--- config.mk ---
export PLATFORM = sky130hd
export DESIGN_NAME = otter_intr_controller_flat
export DESIGN_NICKNAME = d
export VERILOG_FILES = /design/src/rtl/otter_intr_controller_if.sv /design/src/rtl/otter_intr_controller.sv /design/src/flat_wrapper.sv
export SDC_FILE = /design/constraint.sdc
export NUM_CORES = 1
export LEC_CHECK = 0
export CAP_MARGIN = 20
export CORE_UTILIZATION = 42
export DETAILED_ROUTE_END_ITERATION = 12
export PLACE_DENSITY_LB_ADDON = 0.3
export SLEW_MARGIN = 15
export SYNTH_ARGS = -nofsm -noshare
export SYNTH_HDL_FRONTEND = slang
export SYNTH_SLANG_ARGS = --single-unit
--- constraint.sdc ---
create_clock -name CLK -period 3.86 [get_ports CLK]
set_input_delay 1.158 -clock CLK [delete_from_list [all_inputs] [get_ports CLK]]
set_output_delay 1.158 -clock CLK [all_outputs]
set_load 0.02 [all_outputs]
--- src/rtl/otter_intr_controller_if.sv ---
// IOBUS register port of the OTTER interrupt controller.
// The processor side drives address/data/strobe; the controller returns read data and hit.
interface otter_intr_controller_if;
  logic [31:0] IOBUS_ADDR;
  logic [31:0] IOBUS_OUT;
  logic        IOBUS_WR;
  logic [31:0] RD_DATA;
  logic        RD_HIT;

  modport master (
    output IOBUS_ADDR, IOBUS_OUT, IOBUS_WR,
    input  RD_DATA, RD_HIT
  );

  modport slave (
    input  IOBUS_ADDR, IOBUS_OUT, IOBUS_WR,
    output RD_DATA, RD_HIT
  );
endinterface

--- src/rtl/otter_intr_controller.sv ---
// Edge-triggered interrupt collector with fixed priority for the OTTER INTR input.
// Firmware masks, inspects, completes and clears sources through a 4-word IOBUS window.
module otter_intr_controller #(
  parameter int          NUM_SRC   = 8,
  parameter logic [31:0] BASE_ADDR = 32'h1100_0100,
  parameter int          MIN_GAP   = 2
) (
  input  logic               CLK,
  input  logic               RST_N,
  input  logic [NUM_SRC-1:0] IRQ_SRC,
  otter_intr_controller_if.slave bus,
  output logic               INTR
);

  localparam int CW = (MIN_GAP > 1) ? $clog2(MIN_GAP) : 1;

  typedef enum logic [1:0] {IDLE, ASSERT, GAP} state_t;

  state_t             state_q, state_d;
  logic [NUM_SRC-1:0] sync1_q, sync2_q, dly_q;
  logic [NUM_SRC-1:0] pend_q, pend_d;
  logic [NUM_SRC-1:0] en_q, en_d;
  logic [4:0]         act_q, act_d;
  logic [CW-1:0]      cnt_q, cnt_d;
  logic               intr_q, intr_d;

  logic               hit;
  logic [1:0]         off;
  logic               wr_pend, wr_en, wr_cmp;
  logic [NUM_SRC-1:0] rise, w1c, cmp, act_sel, req;
  logic [4:0]         prio;
  logic               arb;
  logic               unused_wdata;

  assign unused_wdata = ^bus.IOBUS_OUT;

  assign hit = (bus.IOBUS_ADDR[31:4] == BASE_ADDR[31:4])
             && (bus.IOBUS_ADDR[1:0] == 2'b00);
  assign off = bus.IOBUS_ADDR[3:2];

  assign wr_pend = bus.IOBUS_WR && hit && (off == 2'd0);
  assign wr_en   = bus.IOBUS_WR && hit && (off == 2'd1);
  assign wr_cmp  = bus.IOBUS_WR && hit && (off == 2'd3);

  always_comb begin
    bus.RD_DATA = '0;
    if (hit) begin
      unique case (off)
        2'd0:    bus.RD_DATA = 32'(pend_q);
        2'd1:    bus.RD_DATA = 32'(en_q);
        2'd2:    bus.RD_DATA = {27'd0, act_q};
        default: bus.RD_DATA = '0;
      endcase
    end
  end

  assign bus.RD_HIT = hit;
  assign INTR       = intr_q;

  // Edge detect on the synchronized level; a held level yields one edge.
  assign rise    = sync2_q & ~dly_q;
  assign act_sel = NUM_SRC'(1) << act_q;
  assign w1c     = wr_pend ? bus.IOBUS_OUT[NUM_SRC-1:0] : '0;
  assign cmp     = (state_q == ASSERT && wr_cmp) ? act_sel : '0;
  assign pend_d  = (pend_q & ~w1c & ~cmp) | rise;
  assign en_d    = wr_en ? bus.IOBUS_OUT[NUM_SRC-1:0] : en_q;
  assign req     = pend_q & en_q;

  always_comb begin
    prio = 5'd0;
    for (int i = NUM_SRC - 1; i >= 0; i--) begin
      if (req[i]) prio = 5'(i);
    end
  end

  // The last gap cycle re-arbitrates directly so INTR stays low MIN_GAP cycles.
  assign arb = (state_q == IDLE)
            || (state_q == GAP && cnt_q == '0);

  always_comb begin
    state_d = state_q;
    act_d   = act_q;
    cnt_d   = cnt_q;
    intr_d  = 1'b0;
    unique case (state_q)
      ASSERT: begin
        intr_d = 1'b1;
        if (wr_cmp || !(|(pend_d & act_sel))) begin
          state_d = GAP;
          cnt_d   = CW'(MIN_GAP - 1);
          intr_d  = 1'b0;
        end
      end
      GAP: begin
        if (cnt_q != '0) cnt_d = cnt_q - CW'(1);
      end
      default: ;
    endcase
    if (arb) begin
      state_d = IDLE;
      if (|req) begin
        state_d = ASSERT;
        act_d   = prio;
        intr_d  = 1'b1;
      end
    end
  end

  always_ff @(posedge CLK or negedge RST_N) begin
    if (!RST_N) begin
      sync1_q <= '0;
      sync2_q <= '0;
      dly_q   <= '0;
      pend_q  <= '0;
      en_q    <= '0;
      act_q   <= '0;
      cnt_q   <= '0;
      state_q <= IDLE;
      intr_q  <= 1'b0;
    end else begin
      sync1_q <= IRQ_SRC;
      sync2_q <= sync1_q;
      dly_q   <= sync2_q;
      pend_q  <= pend_d;
      en_q    <= en_d;
      act_q   <= act_d;
      cnt_q   <= cnt_d;
      state_q <= state_d;
      intr_q  <= intr_d;
    end
  end

endmodule

--- src/flat_wrapper.sv ---
// flat-port wrapper written by rule: the top's interface ports become plain ports
module otter_intr_controller_flat 
#(
  parameter int          NUM_SRC   = 8,
  parameter logic [31:0] BASE_ADDR = 32'h1100_0100,
  parameter int          MIN_GAP   = 2
)
  (CLK, RST_N, IRQ_SRC, INTR, bus_IOBUS_ADDR, bus_IOBUS_OUT, bus_IOBUS_WR, bus_RD_DATA, bus_RD_HIT);
  otter_intr_controller_if bus_i ();
  input  logic CLK;
  input  logic RST_N;
  input  logic [NUM_SRC-1:0] IRQ_SRC;
  output logic INTR;
  input wire logic [$bits(bus_i.IOBUS_ADDR)-1:0] bus_IOBUS_ADDR;
  input wire logic [$bits(bus_i.IOBUS_OUT)-1:0] bus_IOBUS_OUT;
  input wire logic [$bits(bus_i.IOBUS_WR)-1:0] bus_IOBUS_WR;
  output wire logic [$bits(bus_i.RD_DATA)-1:0] bus_RD_DATA;
  output wire logic [$bits(bus_i.RD_HIT)-1:0] bus_RD_HIT;
  assign bus_i.IOBUS_ADDR = bus_IOBUS_ADDR;
  assign bus_i.IOBUS_OUT = bus_IOBUS_OUT;
  assign bus_i.IOBUS_WR = bus_IOBUS_WR;
  assign bus_RD_DATA = bus_i.RD_DATA;
  assign bus_RD_HIT = bus_i.RD_HIT;
  otter_intr_controller #(.NUM_SRC(NUM_SRC), .BASE_ADDR(BASE_ADDR), .MIN_GAP(MIN_GAP)) u_core (.CLK(CLK), .RST_N(RST_N), .IRQ_SRC(IRQ_SRC), .bus(bus_i), .INTR(INTR));
endmodule
Yosys cells after proc, flatten, opt, wreduce, memory -nomap -nowiden
Index checks and enable logic that the tools add are counted.
{"block": "totals", "regBits": 49, "latch_bits": 0, "mem_bits_rw": 0, "mem_bits_ro": 0, "inputBits": 75, "out_inout_bits": 34, "elab_cells": 72, "n_memories": 0}
{"block": "classes", "addsub": 1, "mul": 0, "div": 0, "n_lt_le_gt_ge": 0, "eq_ne": 7, "shifts": 1, "muxes": 23, "n_bitwise": 10, "n_reduce_logical": 21}
{"cell": "$and A8 B8 Y8", "n": 5}
{"cell": "$eq A28 B25 Y1 const B", "n": 1}
{"cell": "$mux W3", "n": 8}
{"cell": "$mux W8", "n": 3}
{"cell": "$not A8 Y8", "n": 3}
{"cell": "$pmux W8 S3", "n": 1}
{"cell": "$reduce_or A8 Y1", "n": 2}
{"cell": "$or A8 B8 Y8", "n": 1}
{"cell": "$shl A1 B5 Y8 const A", "n": 1}
{"cell": "$logic_and A1 B1 Y1", "n": 7}
{"cell": "$mux W1", "n": 7}
{"cell": "$eq A2 B2 Y1 const B", "n": 3}
{"cell": "$logic_not A2 Y1", "n": 3}
{"cell": "$mux W2", "n": 3}
{"cell": "$reduce_and A2 Y1", "n": 3}
{"cell": "$reduce_bool A2 Y1", "n": 3}
{"cell": "$eq A2 B1 Y1 const B", "n": 2}
{"cell": "$logic_or A1 B1 Y1", "n": 2}
{"cell": "$ne A2 B2 Y1 const B", "n": 1}
{"cell": "$pmux W1 S2", "n": 1}
{"cell": "$logic_not A1 Y1", "n": 1}
{"cell": "$not A1 Y1", "n": 1}
{"cell": "$sub A1 B1 Y1 const B", "n": 1}

Longest topological paths before layout
{"block": "depth", "ltp_word": 17, "ltp_mapped": 8, "ltp_nobuf": 7}

Least setup slack after synthesis
Ideal clock, no wire load.
{"block": "synth_path", "path_type": "input-to-output", "from": "input bus_IOBUS_ADDR[26]", "to": "output bus_RD_DATA[3]", "arrival_time_ps": 2492, "t_required_ps": 2702, "setup_slack_ps": 210, "cell_stages": 5, "path_buffers": 1, "path_cell_list": "nor4b_2 -> nand4_2 -> or3_1 -> clkbuf_1 -> nor2_1"}
{"block": "synth_between", "elab_chain_len": 3}
{"element": "start: declaration", "line_no": "flat_wrapper.sv:14", "source": "input wire logic [$bits(bus_i.IOBUS_ADDR)-1:0] bus_IOBUS_ADDR;"}
{"element": "$eq A28 B25 Y1", "line_no": "otter_intr_controller.sv:37", "source": "assign hit = (bus.IOBUS_ADDR[31:4] == BASE_ADDR[31:4])"}
{"element": "$logic_and A1 B1 Y1", "line_no": "otter_intr_controller.sv:38", "source": "&& (bus.IOBUS_ADDR[1:0] == 2'b00);"}
{"element": "$mux W8", "line_no": "otter_intr_controller.sv:47", "source": "if (hit) begin"}
{"element": "end: declaration", "line_no": "flat_wrapper.sv:17", "source": "output wire logic [$bits(bus_i.RD_DATA)-1:0] bus_RD_DATA;"}
Every way passes these cells.

Worst setup path after layout
{"block": "layout_path", "from": "input bus_IOBUS_ADDR[21]", "to": "output bus_RD_DATA[4]"}
The elaborated chain is that of the path after synthesis.

==> impl_metrics.json <==
{
  "status": "finished clean",
  "vias": 2023,
  "global_route.usage.total_pct": 19.0,
  "relSlewSlack_pct": 61.7,
  "initialDrtViolationCount": 95,
  "yosys.area_share.simple_pct": 20.2,
  "max_slew.worst_pin.slew_ns": 0.575,
  "critical_path.reg2reg.startpoint": "u_core.state_q[0]",
  "drv_slew": 0,
  "portBuffers": 60,
  "final_cell_mix": "47 x dfrtp_1, 24 x conb_1, 24 x clkdlybuf4s50_1",
  "ctsHtreeMaxLevel": 2,
  "clock-skew-final_ns": 0.00809,
  "drtAntennaViolNets": 0,
  "synth-compound-area-share_pct": 15.0,
  "vdd_drop_max_mv": 0.272,
  "synth_cells": 245,
  "clock_path_buffers": 2,
  "fin_area_sq_mm": 0.00331,
  "n_antenna_cell": 0,
  "fin_setup_tns_ns": 0,
  "crit_path_start_kind": "primary input",
  "hold_path.class": "reg -> reg",
  "postSynth.topFlopCell": "dfrtp_1",
  "grt_pass1_vias": 1942,
  "placement_rows": 27,
  "total_leakage_power_nw": 1.54,
  "dominant_combinational_cell_family_by_area_after_synthesis": "simple AND/OR/NAND/NOR gates",
  "grt_start_max_net_pins": 48,
  "fp.dieW_um": 78.6,
  "final_core_utilization_pct": 59.4,
  "final-setup-viol-count": 0,
  "layout_min_cycle_time_ns": 3.77,
  "swShare_pct": 26.0,
  "final_common_cell": "dfrtp_1",
  "place.gp.congestion": 0.854,
  "drt-pass1-iter-count": 4,
  "grt_first_pass_wirelength_um": 9090,
  "synth-adder-area-share_pct": 0,
  "area.growth.synth_to_final_pct": 34.6,
  "worstSkewPairLatency_ns": 0.30,
  "worstHoldEndpoint": "u_core.sync2_q[2]",
  "async_s_r_ff_share_synth_pct": 100,
  "rrSetupSlack_ns": 1.68,
  "cts_hold_buf": 0,
  "crit_path_max_fanout": 6,
  "synth_xor_area_share_pct": 0,
  "initial_utilization_pct": 44.2,
  "wire_per_inst_um": 14.8,
  "synth.mux.area_fraction_pct": 6.91,
  "postSynthRegisterBits": 47,
  "hold_viol": 0,
  "die_h_um": 78.6,
  "rsz0062_at_grt": "no",
  "max_capacitance_violation_total": 0,
  "synth_edf_count": 0,
  "timing.hold.worst_path_depth": 0,
  "syn-mean-instance-area_sq_um": 10.1,
  "worstPathArrival_ns": 2.62,
  "seq_power_share_pct": 54.6,
  "core_sq_mm": 0.00557,
  "ys.warnings.count": 0,
  "crit_required_ns": 2.70,
  "cts_root_buf": "clkbuf_8",
  "power_density_mw_per_mm2": 282,
  "total_switching_power_uw": 242,
  "share_of_layout_cells_above_drive_strength_1_pct": 19.0,
  "cp_capture_type": "primary output",
  "worst_hold_startpoint": "u_core.sync1_q[2]",
  "num-fill-cells": 509,
  "antenna_violations_before_repair": 0,
  "netlist_area_before_placement_sq_mm": 0.00246,
  "route.detailed.drc": 0,
  "cts_tree": "yes",
  "synth_sequential_area_ratio_pct": 47.8,
  "clock_input_transition_at_the_sequential_cells_of_the_worst_setup_and_hold_paths_ns": 0.09,
  "detailedPlacementHpwl_um": 4410,
  "drt-total-wl_um": 5740,
  "die_area_sq_mm": 0.00617,
  "critPathKind": "in -> out",
  "worstRegToRegCells": 6,
  "grt.overflow.total": 0,
  "drt-vias-per-instance": 5.21,
  "power.combinational.fraction_pct": 11.9,
  "clkSinkCount": 47,
  "finalNetCount": 390,
  "r2r-end": "u_core.INTR",
  "placed_area_sq_mm": 0.00310,
  "io_pins": 109,
  "cts-buffers-inserted": 5,
  "period_share_pct": 97.8,
  "intPower_uw": 691,
  "clock_power_share_pct": 33.6,
  "yosysUniqueCellTypes": 50,
  "achievable-frequency_mhz": 265
}
## critical path, cell delays in order
cell             delay [ns]
clkdlybuf4s50_1        0.41
nor4_2                 0.15
nand4_1                0.19
or3_4                  0.45
nor2_4                 0.13
buf_6                  0.12
## flip-flops by register name, summed over array words and instances (netlist names)
register,count
u_core.INTR,1
u_core.act_q,3
u_core.cnt_q,1
u_core.dly_q,8
u_core.en_q,8
u_core.pend_q,8
u_core.state_q,2
u_core.sync1_q,8
u_core.sync2_q,8
## area by class of cell
cell class,count,area (sq um),share of cell area (%)
repair buffers,71,697,21.0
clock inverters,3,26.3,0.793
clock buffers,5,68.8,2.08
multi-input cells,180,1220,36.7
well taps,72,90.1,2.72
flip-flops and latches,47,1180,35.5
inverters,10,37.5,1.13
## layer usage
metal	vias to the layer above	global-route usage [%]	routed length, um
li1	966	-	-
met1	973	23.0	2350
met2	80	32.9	2860
met3	4	5.35	490
met4	0	5.00	38
met5	-	0	0
## cells by family (layout without fill, tap and decap cells)
kind of cell           after synthesis  count (layout)
other                                1              24
and+or+nand+nor                     84              84
DFF                                 47              47
muxes                               16              16
buffers and inverters               41              89
AOI/OAI and AO/OA                   56              56
## synth_stat cells, types with 5 or more instances
| cell type | n | share of area [%] |
|---|---|---|
| dfrtp_1 | 47 | 48 |
| clkbuf_1 | 6 | 0.91 |
| mux2i_1 | 8 | 3.3 |
| nand3_1 | 5 | 1.0 |
| a21oi_1 | 20 | 4.1 |
| buf_4 | 24 | 7.3 |
| inv_1 | 10 | 1.5 |
| nand2_1 | 21 | 3.2 |
| mux2_2 | 5 | 2.3 |
| nor2_1 | 25 | 3.8 |
| o21ai_0 | 9 | 1.8 |
## power by group through the flow
stage | Combinational [mW] | Sequential [mW] | Clock, mW
2_1_floorplan | 0.0575 | 0.518 | 0
3_3_place_gp | 0.110 | 0.518 | 0
3_5_place_dp | 0.111 | 0.520 | 0
4_1_cts | 0.108 | 0.510 | 0.324
5_1_grt | 0.120 | 0.511 | 0.348
6_report | 0.111 | 0.509 | 0.313
## worst max-delay path by stage
stage	slack, ns	from	end
3_5_place_dp	-0.58	bus_IOBUS_ADDR[11]	bus_RD_DATA[7]
2_1_floorplan	0.21	bus_IOBUS_ADDR[26]	bus_RD_DATA[3]
4_1_cts	0.001	bus_IOBUS_ADDR[13]	bus_RD_DATA[0]
3_3_place_gp	-0.57	bus_IOBUS_ADDR[11]	bus_RD_DATA[7]
6_report	0.09	bus_IOBUS_ADDR[21]	bus_RD_DATA[4]
5_1_grt	0.02	bus_IOBUS_ADDR[18]	bus_RD_DATA[2]
## stage by stage
stage | setup slack [ns] | power [mW] | std cells | hold WS, ns
detailed placement | -0.579 | 0.631 | 378 | 0.335
global route | 0.0173 | 0.979 | 388 | 0.352
floorplan | 0.210 | 0.575 | 268 | 0.331
global placement | -0.570 | 0.628 | 378 | 0.332
finish | 0.0851 | 0.934 | 388 | 0.347
CTS | 0.00104 | 0.941 | 387 | 0.352
## what timing repair did
item | in CTS | in global routing
endpoints found under the hold margin | 0 | 0
gates resized for setup | 69 | 29
pin swaps | 18 | 7
endpoints found under the setup margin | 9 | 9
buffers inserted | 1 | 0
cloned | 0 | 0
Power figures use the tool's default switching activity.
